### src/rtl/audio_level_meter.sv
// rtl/audio_level_meter.sv - windowed peak-amplitude level meter driving an LED bar/dot display
// Peak |sample - midscale| over WINDOW strobes becomes a 0..NUM_LEDS level with decaying peak hold.
module audio_level_meter #(
  parameter int SAMPLE_W     = 12,
  parameter int NUM_LEDS     = 9,
  parameter int WINDOW       = 4000,
  parameter int HOLD_WINDOWS = 5,
  parameter int LEVEL_W      = $clog2(NUM_LEDS + 1)
) (
  input  logic                clock,
  input  logic                rst_n,
  input  logic                sample_valid,
  input  logic [SAMPLE_W-1:0] sample,
  input  logic                mode,
  input  logic                hold_en,
  output logic [NUM_LEDS-1:0] led,
  output logic [LEVEL_W-1:0]  level,
  output logic [LEVEL_W-1:0]  peak_level,
  output logic                window_done
);

  localparam int CNT_W  = $clog2(WINDOW);
  localparam int HOLD_W = $clog2(HOLD_WINDOWS + 1);
  localparam int PROD_W = SAMPLE_W + LEVEL_W;

  localparam logic [SAMPLE_W-1:0] MIDSCALE  = {1'b1, {(SAMPLE_W-1){1'b0}}};
  localparam logic [CNT_W-1:0]    LAST      = CNT_W'(WINDOW - 1);
  localparam logic [HOLD_W-1:0]   HOLD_INIT = HOLD_W'(HOLD_WINDOWS);
  localparam logic [PROD_W-1:0]   LEDS_P    = PROD_W'(NUM_LEDS);
  localparam logic [LEVEL_W-1:0]  LEVEL_MAX = LEVEL_W'(NUM_LEDS);

  logic [CNT_W-1:0]    count;
  logic [SAMPLE_W-1:0] acc;
  logic [HOLD_W-1:0]   hold_cnt;

  logic [SAMPLE_W-1:0] amp;
  logic [SAMPLE_W-1:0] win_max;
  logic [PROD_W-1:0]   prod;
  logic [PROD_W-1:0]   scaled;
  logic [LEVEL_W-1:0]  new_level;
  logic                window_end;

  logic [LEVEL_W-1:0]  level_nx;
  logic [LEVEL_W-1:0]  peak_nx;
  logic [HOLD_W-1:0]   hold_nx;
  logic [NUM_LEDS-1:0] led_nx;

  always_comb begin
    if (sample >= MIDSCALE) begin
      amp = sample - MIDSCALE;
    end else begin
      amp = MIDSCALE - sample;
    end
  end

  assign window_end = sample_valid && (count == LAST);
  assign win_max    = (amp > acc) ? amp : acc;

  // Full-width product then truncating shift: level = floor(max * NUM_LEDS / midscale).
  assign prod      = PROD_W'(win_max) * LEDS_P;
  assign scaled    = prod >> (SAMPLE_W - 1);
  assign new_level = (scaled > LEDS_P) ? LEVEL_MAX : scaled[LEVEL_W-1:0];

  always_comb begin
    level_nx = level;
    peak_nx  = peak_level;
    hold_nx  = hold_cnt;
    if (window_end) begin
      level_nx = new_level;
      if (new_level >= peak_level) begin
        peak_nx = new_level;
        hold_nx = HOLD_INIT;
      end else if (hold_cnt != '0) begin
        hold_nx = hold_cnt - HOLD_W'(1);
      end else begin
        // new_level < peak_level here, so one step down never undershoots it.
        peak_nx = peak_level - LEVEL_W'(1);
      end
    end
  end

  // LEDs are built from the next-state level/peak so they move on the same edge as level.
  always_comb begin
    led_nx = '0;
    for (int i = 0; i < NUM_LEDS; i++) begin
      if (mode) begin
        led_nx[i] = (32'(level_nx) == i + 1);
      end else begin
        led_nx[i] = (32'(level_nx) > i);
      end
      if (hold_en && (32'(peak_nx) == i + 1)) begin
        led_nx[i] = 1'b1;
      end
    end
  end

  always_ff @(posedge clock) begin
    if (!rst_n) begin
      count       <= '0;
      acc         <= '0;
      hold_cnt    <= '0;
      level       <= '0;
      peak_level  <= '0;
      window_done <= 1'b0;
      led         <= '0;
    end else begin
      if (sample_valid) begin
        if (window_end) begin
          count <= '0;
          acc   <= '0;
        end else begin
          count <= count + CNT_W'(1);
          acc   <= win_max;
        end
      end
      level       <= level_nx;
      peak_level  <= peak_nx;
      hold_cnt    <= hold_nx;
      window_done <= window_end;
      led         <= led_nx;
    end
  end

endmodule

### config.mk
export PLATFORM = sky130hd
export DESIGN_NAME = audio_level_meter
export DESIGN_NICKNAME = d
export VERILOG_FILES = /design/src/rtl/audio_level_meter.sv
export SDC_FILE = /design/constraint.sdc
export NUM_CORES = 1
export LEC_CHECK = 0
export CAP_MARGIN = 10
export CORE_MARGIN = 2
export CORE_UTILIZATION = 57
export DETAILED_ROUTE_END_ITERATION = 16
export PLACE_DENSITY_LB_ADDON = 0.15
export SYNTH_ARGS = -nofsm -noshare
export SYNTH_HDL_FRONTEND = slang
export SYNTH_SLANG_ARGS = --single-unit
### constraint.sdc
create_clock -name clock -period 12.1 [get_ports clock]
set_input_delay 2.42 -clock clock [delete_from_list [all_inputs] [get_ports clock]]
set_output_delay 2.42 -clock clock [all_outputs]
set_load 0.005 [all_outputs]
Word level (Yosys, flattened, before mapping)
Index checks and enable logic that the tools add are counted.
{"block": "word_totals", "ff_bits": 45, "output_inout_bits": 18, "inputBits": 17}
{"block": "op_classes", "n_addsub": 5, "n_lt_le_gt_ge": 13, "n_reduce_logical": 13, "n_eq_ne": 19, "muxes": 29, "mul": 1}
{"operator": "12-bit 2-to-1 mux", "count": 4}
{"operator": "4-bit by 3-bit equality test with 1-bit output, second input constant", "count": 8}
{"operator": "4-bit 2-to-1 mux", "count": 5}
{"operator": "1-bit 2-to-1 mux", "count": 18}
{"operator": "4-bit by 2-bit equality test with 1-bit output, second input constant", "count": 4}
{"operator": "4-bit equality test, second input constant", "count": 4}
{"operator": "4-bit by 3-bit > comparator with 1-bit output, second input constant", "count": 4}
{"operator": "12-bit by 4-bit multiplier with 16-bit output, second input constant", "count": 1}
{"operator": "12-bit by 1-bit adder with 12-bit output, second input constant", "count": 1}
{"operator": "12-bit equality test, second input constant", "count": 1}
{"operator": "12-bit greater-or-equal comparator, second input constant", "count": 1}
{"operator": "12-bit > comparator", "count": 1}
{"operator": "12-bit subtractor, first input constant", "count": 1}
{"operator": "12-bit subtractor, second input constant", "count": 1}
{"operator": "1-bit logical AND", "count": 10}
{"operator": "4-bit by 1-bit equality test with 1-bit output, second input constant", "count": 2}
{"operator": "4-bit by 1-bit > comparator with 1-bit output, second input constant", "count": 2}
{"operator": "4-bit by 2-bit > comparator with 1-bit output, second input constant", "count": 2}
{"operator": "3-bit 2-to-1 mux", "count": 2}
{"operator": "5-bit by 4-bit > comparator with 1-bit output, second input constant", "count": 1}
{"operator": "4-bit greater-or-equal comparator", "count": 1}
{"operator": "4-bit > comparator, second input constant", "count": 1}
{"operator": "4-bit by 1-bit subtractor with 4-bit output, second input constant", "count": 1}
{"operator": "3-bit nonzero test", "count": 1}
{"operator": "other kinds (3)", "count": 3}

Logic depth before layout (Yosys ltp)
Gate-level depths: netlist of run 1.
{"block": "depth", "depth_word": 13, "depth_mapped": 34}

Least setup slack after synthesis of run 1
OpenSTA, ideal clock, no wires.
{"block": "synth_timing", "kind": "in2reg", "startpoint": "input port sample[0]", "endpoint": "register led[5]", "stages": 33, "arrival_time_ns": 9.406, "n_path_buf": 1, "setup_slack_ns": 2.636, "path_cell_list": "inv_1 -> ha_1 -> nor4b_1 -> a31oi_1 -> xor2_1 -> ha_1 -> nand4_1 -> a311oi_1 -> a2111oi_4 -> nor2_2 -> clkbuf_1 -> nand2_1 -> o21ai_0 -> ha_1 -> ha_1 -> a211oi_1 -> o21ai_0 -> or3_1 -> o22a_1 -> and2_1 -> or4_1 -> a41o_1 -> inv_1 -> ha_1 -> nand2b_1 -> a21o_1 -> a21o_1 -> a21oi_1 -> a21oi_1 -> a31oi_2 -> o2111a_1 -> nor3b_1 -> o21a_1"}
{"block": "synth_between", "elab_chain_cells": 13, "elab_cells_between_ends": 19, "classes_between": "add/sub (2); mul (1); order compare (5); eq/ne (2); mux (8); reduce/logical (1)"}
{"element": "from (decl)", "line": "13", "text": "input logic [SAMPLE_W-1:0] sample,"}
{"element": "12-bit subtractor (tied with other cells)", "line": "52", "text": "amp = MIDSCALE - sample;"}
{"element": "12-bit 2-to-1 mux *", "line": "49", "text": "if (sample >= MIDSCALE) begin"}
{"element": "12-bit > comparator", "line": "57", "text": "assign win_max = (amp > acc) ? amp : acc;"}
{"element": "12-bit 2-to-1 mux *", "line": "57"}
{"element": "12-bit by 4-bit multiplier with 16-bit output *", "line": "60", "text": "assign prod = PROD_W'(win_max) * LEDS_P;"}
{"element": "5-bit by 4-bit > comparator with 1-bit output", "line": "62", "text": "assign new_level = (scaled > LEDS_P) ? LEVEL_MAX : scaled[LEVEL_W-1:0];"}
{"element": "4-bit 2-to-1 mux *", "line": "62"}
{"element": "4-bit greater-or-equal comparator", "line": "70", "text": "if (new_level >= peak_level) begin"}
{"element": "4-bit 2-to-1 mux", "line": "70"}
{"element": "4-bit 2-to-1 mux", "line": "68", "text": "if (window_end) begin"}
{"element": "4-bit by 3-bit equality test with 1-bit output", "line": "91", "text": "if (hold_en && (32'(peak_nx) == i + 1)) begin"}
{"element": "1-bit logical AND", "line": "91"}
{"element": "1-bit 2-to-1 mux *", "line": "91"}
{"element": "to (signal assigned)", "line": "120", "text": "led <= led_nx;"}
{"element": "to (decl)", "line": "16", "text": "output logic [NUM_LEDS-1:0] led,"}
Every way passes the cells marked *; elsewhere a longest branch is shown, timed or not.
A chain may end at the register's enable or synchronous reset.

Worst setup path in the final report of run 1
Same ends and word-level chain as after synthesis.

==> results of run 1 <==
[synthesized netlist by cell type, types with 2 or more instances]
| cell | n |
|---|---|
| sky130_fd_sc_hd__nand2b_1 | 4 |
| sky130_fd_sc_hd__dfxtp_1 | 45 |
| sky130_fd_sc_hd__nor3_1 | 4 |
| sky130_fd_sc_hd__nand4b_1 | 2 |
| sky130_fd_sc_hd__a21o_1 | 6 |
| sky130_fd_sc_hd__o22ai_1 | 8 |
| sky130_fd_sc_hd__mux2i_1 | 11 |
| sky130_fd_sc_hd__mux2i_4 | 2 |
| sky130_fd_sc_hd__buf_1 | 3 |
| sky130_fd_sc_hd__o31ai_1 | 5 |
| sky130_fd_sc_hd__or3_1 | 3 |
| sky130_fd_sc_hd__and3_1 | 3 |
| sky130_fd_sc_hd__nor2b_1 | 3 |
| sky130_fd_sc_hd__nand4_1 | 13 |
| sky130_fd_sc_hd__o21ai_0 | 22 |
| sky130_fd_sc_hd__nor3b_1 | 2 |
| sky130_fd_sc_hd__xnor2_1 | 7 |
| sky130_fd_sc_hd__nor2_1 | 40 |
| sky130_fd_sc_hd__inv_2 | 2 |
| sky130_fd_sc_hd__nor4_1 | 5 |
| sky130_fd_sc_hd__a31oi_1 | 6 |
| sky130_fd_sc_hd__and2_1 | 17 |
| sky130_fd_sc_hd__nor4b_1 | 2 |
| sky130_fd_sc_hd__inv_1 | 27 |
| sky130_fd_sc_hd__xor2_1 | 16 |
| sky130_fd_sc_hd__a21oi_1 | 26 |
| sky130_fd_sc_hd__or4_1 | 3 |
| sky130_fd_sc_hd__ha_1 | 37 |
| sky130_fd_sc_hd__nand3_1 | 15 |
| sky130_fd_sc_hd__a31o_2 | 2 |
| sky130_fd_sc_hd__o21a_1 | 2 |
| sky130_fd_sc_hd__nand2_1 | 36 |
| sky130_fd_sc_hd__clkbuf_1 | 9 |
[placed cells by master (no fill, tap or decap), types with 6 or more instances in the layout]
| cell type | Yosys | routed |
|---|---|---|
| sky130_fd_sc_hd__xor2_1 | 16 | 16 |
| sky130_fd_sc_hd__nor2_1 | 40 | 40 |
| sky130_fd_sc_hd__dfxtp_1 | 45 | 45 |
| sky130_fd_sc_hd__clkdlybuf4s50_1 | 0 | 34 |
| sky130_fd_sc_hd__mux2i_1 | 11 | 11 |
| sky130_fd_sc_hd__nand3_1 | 15 | 15 |
| sky130_fd_sc_hd__nand4_1 | 13 | 13 |
| sky130_fd_sc_hd__a21oi_1 | 26 | 26 |
| sky130_fd_sc_hd__a31oi_1 | 6 | 6 |
| sky130_fd_sc_hd__xnor2_1 | 7 | 7 |
| sky130_fd_sc_hd__o21ai_0 | 22 | 22 |
| sky130_fd_sc_hd__and2_1 | 17 | 17 |
| sky130_fd_sc_hd__inv_1 | 27 | 27 |
| sky130_fd_sc_hd__nand2_1 | 36 | 36 |
| sky130_fd_sc_hd__a21o_1 | 6 | 6 |
| sky130_fd_sc_hd__o22ai_1 | 8 | 8 |
| sky130_fd_sc_hd__ha_1 | 37 | 37 |
[where the power goes]
part           leakage (nW)  switching (mW)  total, mW  internal (mW)
logic                  1.15          0.0983      0.166         0.0681
clock network        0.0554          0.0538      0.116         0.0621
registers             0.364         0.00230      0.155          0.153
[routing by layer]
| layer | up-vias | track usage [%] |
|---|---|---|
| met1 | 1420 | 32.1 |
| met4 | 0 | 7.12 |
| met3 | 11 | 3.05 |
| met2 | 91 | 45.3 |
| li1 | 1532 | - |
| met5 | - | 0 |
[logic make-up after synthesis]
family / share of synthesized area (%)
xor+xnor: 6.12
simple gates: 23.8
mux: 5.51
compound gates: 18.5
flops: 27.4
buf+inv: 4.68
fa+ha+maj: 14.1
[registers in the layout (all words and copies together), names as in the netlist]
| signal | cells |
|---|---|
| acc | 12 |
| count | 12 |
| led | 9 |
| level | 4 |
| peak_level | 4 |
| hold_cnt | 3 |
| window_done | 1 |
[worst min-delay path, stage by stage, from the launching register on]
cell and delay (ps):
sky130_fd_sc_hd__dfxtp_1 310, sky130_fd_sc_hd__o21ai_0 70, sky130_fd_sc_hd__a21oi_1 60
[cell type report]
| cell class | count | share of cell area [%] |
|---|---|---|
| multi-input cells | 324 | 58.8 |
| flip-flops and latches | 45 | 23.6 |
| repair buffers | 37 | 9.51 |
| inverters | 29 | 2.85 |
| well taps | 72 | 2.36 |
| clock buffers | 6 | 1.90 |
| clock inverters | 2 | 1.02 |
[worst min-delay path by stage]
stage	startpoint	endpoint	slack [ps]	cells past startpoint
floorplan	hold_cnt[1]	hold_cnt[1]	450	2
global placement	hold_cnt[1]	hold_cnt[1]	460	2
detailed placement	hold_cnt[1]	hold_cnt[1]	460	2
CTS	hold_cnt[1]	hold_cnt[1]	480	2
global route	hold_cnt[1]	hold_cnt[1]	520	2
finish	hold_cnt[1]	hold_cnt[1]	480	2
[metrics by stage]
step,cells,cell area [sq um],power [mW]
final,515,3820,0.437
after global routing,515,3820,0.467
after CTS,515,3820,0.438
after detailed placement,507,3700,0.322
after global placement,507,3700,0.317
after floorplan,410,3290,0.283
==> flow_metrics.env, run 1 <==
export IMPL_worstSkewPairLatency_ps=300
export IMPL_largest_net_degree_at_the_start_of_global_routing=30
export IMPL_ant_nets=0
export IMPL_final_setup_tns_ps=0
export IMPL_startpoint="sample[0]"
export IMPL_fin_worst_hold_slack_ps=476
export IMPL_power_density_cell_area_mw_per_mm2=115
export IMPL_seq_area_sq_um=901
export IMPL_drc_errors=0
export IMPL_min_period_over_period_pct=89.2
export IMPL_grt_antenna_before_repair=0
export IMPL_n_antenna_cell=0
export IMPL_root_buffer="sky130_fd_sc_hd__clkbuf_8"
export IMPL_ys_warn_count=0
export IMPL_critical_path_most_common_cell="sky130_fd_sc_hd__ha_1"
export IMPL_r2r_end="led[5]"
export IMPL_met2_wirelength_um=3810
export IMPL_routabilityCongestion=0.952
export IMPL_crit_type="primary input to flop"
export IMPL_dp_hpwl_um=5930
export IMPL_class_of_the_tightest_hold_or_removal_check="flop to flop"
export IMPL_number_of_global_route_vias_before_repair=2850
export IMPL_post_place_ws_ps=1060
export IMPL_peak_supply_drop_mv=0.0684
export IMPL_fp_dieArea_sq_mm=0.00640
export IMPL_worst_r2r_path_depth=27
export IMPL_synth_edf_count=0
export IMPL_synth_sequential_area_ratio_pct=27.4
export IMPL_setup_viol_count_final=0
export IMPL_post_route_min_period_ps=10790
export IMPL_worst_r2r_startpoint="acc[10]"
export IMPL_postLayoutSetupSlackWorst_ps=1310
export IMPL_setup_repair_after_global_routing_missed_its_margin="false"
export IMPL_drv_cap=0
export IMPL_core_rowCount=27
export IMPL_regToRegSetupSlack_ps=4580
export IMPL_final_core_util_pct=68.9
export IMPL_worst_path_buf_inv=3
export IMPL_maxUsedRoutingLayer="met4"
export IMPL_mappedNetlistArea_sq_mm=0.00329
export IMPL_cellLeakagePower_nw=1.57
export IMPL_core_area_sq_mm=0.00554
export IMPL_route_layer_met1_wl_um=3480
export IMPL_routed_via_count=3054
export IMPL_report_final_hold_viol_count=0
export IMPL_max_stage_delay_ps=730
export IMPL_worst_slew_pin_slew_ps=901
export IMPL_netlist_instances=410
export IMPL_maxClockFrequency_mhz=92.7
export IMPL_wirelength_um=7730
export IMPL_worstSetupEndpointType="flop"
export IMPL_floorplan_die_width_um=80.0
export IMPL_gr_total_overflow=0
export IMPL_synth_seq_cells=45
export IMPL_wl_met3_um=326
export IMPL_cp_required_ps=12350
export IMPL_cts_buffers=5
export IMPL_post_cts_setup_buffer_count=0
export IMPL_detail_route_wl_per_cell_um=15.0
export IMPL_total_nets_final=496
export IMPL_ys_async_sr_fraction_pct=0
export IMPL_slew_violations=0
export IMPL_htreeDepth=2
export IMPL_finClkSkew_ps=8.37
export IMPL_status="complete, no violations"
export IMPL_fillCellCount=488
export IMPL_global_route_usage_sum_pct=25.4
export IMPL_cts_hold_repair_buffers=0
export IMPL_cell_with_the_largest_stage_delay_on_the_worst_path="sky130_fd_sc_hd__nor2_2"
export IMPL_cts_reportedPaths_clkPinSlew_ps=90
export IMPL_initial_core_utilization_pct=59.4
export IMPL_io_buffers=34
export IMPL_start_kind="primary input"
export IMPL_cts_resized_gates=0
export IMPL_drt_iter0_drc=185
export IMPL_syn_nets=464
export IMPL_layout_drive_gt1_share_pct=5.87
export IMPL_drtPass1Iterations=5
export IMPL_area_leader_netlist="sky130_fd_sc_hd__dfxtp_1"
export IMPL_ys_top_cells_by_area="sky130_fd_sc_hd__dfxtp_1 (27%), sky130_fd_sc_hd__ha_1 (14%), sky130_fd_sc_hd__nor2_1 (4.6%)"
export IMPL_cts_tree="done"
export IMPL_critPathArrivalTime_ps=11040
export IMPL_vias_per_cell=5.93
export IMPL_critPathTopFamily="compound AO/OA/AOI/OAI gates"
export IMPL_yosys_area_top_type_share_pct=27.4
export IMPL_i_o_pin_total=35
export IMPL_synthDistinctLibCells=55
export IMPL_grt_first_pass_wirelength_um=12900
export IMPL_maxSlewHeadroom_pct=39.9
export IMPL_multi_input_area_sq_mm=0.00224
export IMPL_dominantRegCellSynth="sky130_fd_sc_hd__dfxtp_1"
export IMPL_clock_sink_count=45
export IMPL_postSynthAreaPerCell_sq_um=8.03
export IMPL_die_h_um=80.0
export IMPL_area_growth_synth_to_final_pct=16.0
export IMPL_timing_critical_path_depth=32
export IMPL_timing_critical_path_fanout_max=22
export IMPL_max_clock_path_buffers=2
export IMPL_worst_setup_path_endpoint="led[5]"
Power figures use the tool's default switching activity.
==> inputs of run 2 (changes only) <==
SKIP_LAST_GASP = 1   (was default)
==> results of run 2 <==
Final layout, timing and power as in run 1 (identical DEF).
==> inputs of run 3 (changes only) <==
clock period = 12.05 ns   (was 12.1 ns; I/O delays follow)
==> run 3 against run 2 <==
Against the previous run: combinational power is essentially flat; worst setup slack lost 130 ps; count of clock-buffer cells in the layout is the same; critical endpoint unchanged; non-clock buffer count is the same; sequential share of layout area is the same; sequential power is essentially flat; clock power is essentially flat; hold slack lost 2.5 ps.
==> flow_metrics.env, run 3 (same netlist as run 1, synthesis figures left out) <==
export IMPL_worst_r2r_path_depth=28
export IMPL_io_buffers=34
export IMPL_start_kind="primary input"
export IMPL_dp_hpwl_um=5990
export IMPL_ant_nets=0
export IMPL_area_growth_synth_to_final_pct=16.0
export IMPL_cell_depth_of_the_worst_min_delay_path=2
export IMPL_final_common_cell="sky130_fd_sc_hd__dfxtp_1"
export IMPL_worst_r2r_startpoint="acc[10]"
export IMPL_cts_reportedPaths_clkPinSlew_ps=90
export IMPL_cellLeakagePower_nw=1.57
export IMPL_finClkSkew_ps=12.2
export IMPL_post_route_min_period_ps=10870
export IMPL_final_setup_tns_ps=0
export IMPL_cts_buffers=5
export IMPL_final_cell_mix="sky130_fd_sc_hd__dfxtp_1 (45), sky130_fd_sc_hd__nor2_1 (40), sky130_fd_sc_hd__ha_1 (37)"
export IMPL_gr_total_overflow=0
export IMPL_peak_supply_drop_mv=0.0702
export IMPL_max_stage_delay_ps=750
export IMPL_worstSetupEndpointType="flop"
export IMPL_setup_repair_after_global_routing_missed_its_margin="false"
export IMPL_htreeDepth=2
export IMPL_global_route_usage_sum_pct=25.9
export IMPL_floorplan_die_width_um=80.0
export IMPL_setup_viol_count_final=0
export IMPL_grt_first_pass_wirelength_um=13000
export IMPL_worst_slew_pin_slew_ps=925
export IMPL_clock_sink_count=45
export IMPL_hold_path_end="hold_cnt[1]"
export IMPL_worstSkewPairLatency_ps=310
export IMPL_drv_cap=0
export IMPL_routabilityCongestion=0.952
export IMPL_largest_registers="acc: 12 flops, count: 12 flops, led: 9 flops"
export IMPL_status="complete, no violations"
export IMPL_class_of_the_tightest_hold_or_removal_check="flop to flop"
export IMPL_hold_start="hold_cnt[1]"
export IMPL_total_nets_final=496
export IMPL_i_o_pin_total=35
export IMPL_wirelength_um=7830
export IMPL_initial_core_utilization_pct=59.4
export IMPL_core_area_sq_mm=0.00554
export IMPL_drt_iter0_drc=140
export IMPL_fillCellCount=494
export IMPL_cts_hold_repair_buffers=0
export IMPL_cell_with_the_largest_stage_delay_on_the_worst_path="sky130_fd_sc_hd__nor2_2"
export IMPL_routed_via_count=3037
export IMPL_n_antenna_cell=0
export IMPL_min_period_over_period_pct=90.2
export IMPL_r2r_end="led[5]"
export IMPL_worst_path_buf_inv=4
export IMPL_timing_critical_path_fanout_max=22
export IMPL_maxSlewHeadroom_pct=38.3
export IMPL_core_rowCount=27
export IMPL_detail_route_wl_per_cell_um=15.2
export IMPL_stdcell_area_sq_mm=0.00382
export IMPL_layout_drive_gt1_share_pct=5.87
export IMPL_detailed_place_area_sq_mm=0.00370
export IMPL_grt_antenna_before_repair=0
export IMPL_slew_violations=0
export IMPL_critPathArrivalTime_ps=11130
export IMPL_critical_path_most_common_cell="sky130_fd_sc_hd__ha_1"
export IMPL_crit_type="primary input to flop"
export IMPL_drc_errors=0
export IMPL_maxClockFrequency_mhz=92.0
export IMPL_regToRegSetupSlack_ps=4440
export IMPL_vias_per_cell=5.90
export IMPL_critPathTopFamily="compound AO/OA/AOI/OAI gates"
export IMPL_largest_net_degree_at_the_start_of_global_routing=30
export IMPL_cts_tree="done"
export IMPL_cts_resized_gates=0
export IMPL_power_density_cell_area_mw_per_mm2=115
export IMPL_cp_required_ps=12310
export IMPL_post_cts_setup_buffer_count=0
export IMPL_fp_dieArea_sq_mm=0.00640
export IMPL_max_clock_path_buffers=2
export IMPL_number_of_global_route_vias_before_repair=2865
export IMPL_root_buffer="sky130_fd_sc_hd__clkbuf_8"
export IMPL_drtPass1Iterations=4
export IMPL_report_final_hold_viol_count=0
export IMPL_die_h_um=80.0
run 3: cell counts in the layout (fill, tap and decap cells not counted):
No cell type changed its count.
run 3: per-layer routing:
layer / vias up / part of all wire (%) / global-route usage, % / routed length (um)
met3: 19 / 3.4 / 3.96 / 263
met4: 0 / 2.6 / 10.3 / 204
met2: 71 / 48 / 45.0 / 3780
met5: - / 0 / 0 / 0
li1: 1538 / - / - / -
met1: 1409 / 46 / 31.7 / 3590
run 3: area by class of cell:
cell class	count	area, sq um	share of cell area [%]
clock inverters	2	38.8	1.02
inverters	29	109	2.85
clock buffers	6	72.6	1.90
repair buffers	37	363	9.51
well taps	72	90.1	2.36
multi-input cells	324	2240	58.8
flip-flops and latches	45	901	23.6
run 3: through the flow:
| step | power, mW | worst slack (ps) | std cells | util [%] | hold WS (ps) |
|---|---|---|---|---|---|
| floorplan | 0.284 | 2600 | 410 | - | 450 |
| global placement | 0.318 | 1350 | 507 | 66.9 | 460 |
| detailed placement | 0.324 | 945 | 507 | 66.9 | 464 |
| CTS | 0.441 | 1270 | 515 | 68.9 | 475 |
| global route | 0.470 | 570 | 515 | 68.9 | 524 |
| finish | 0.440 | 1180 | 515 | 68.9 | 474 |
run 3: how the worst max path moves through the flow:
stage / startpoint / end / slack [ps] / cells past startpoint
floorplan: sample[0] / led[5] / 2600 / 33
global placement: sample[0] / led[5] / 1350 / 33
detailed placement: sample[0] / led[5] / 950 / 32
CTS: sample[0] / led[5] / 1270 / 33
global route: sample[0] / led[5] / 570 / 33
finish: sample[0] / led[5] / 1180 / 33
run 3: where the power goes:
part           leakage (nW)  switching, mW  internal [mW]
Combinational          1.15         0.0994         0.0683
Sequential            0.364        0.00227          0.153
Clock                0.0554         0.0543         0.0623
Total                  1.57          0.156          0.284
run 3: worst min-delay path, delay by kind of cell, from the launching register on:
family | cells | cell delay (ps)
DFF | 1 | 310
AOI/OAI and AO/OA | 2 | 120
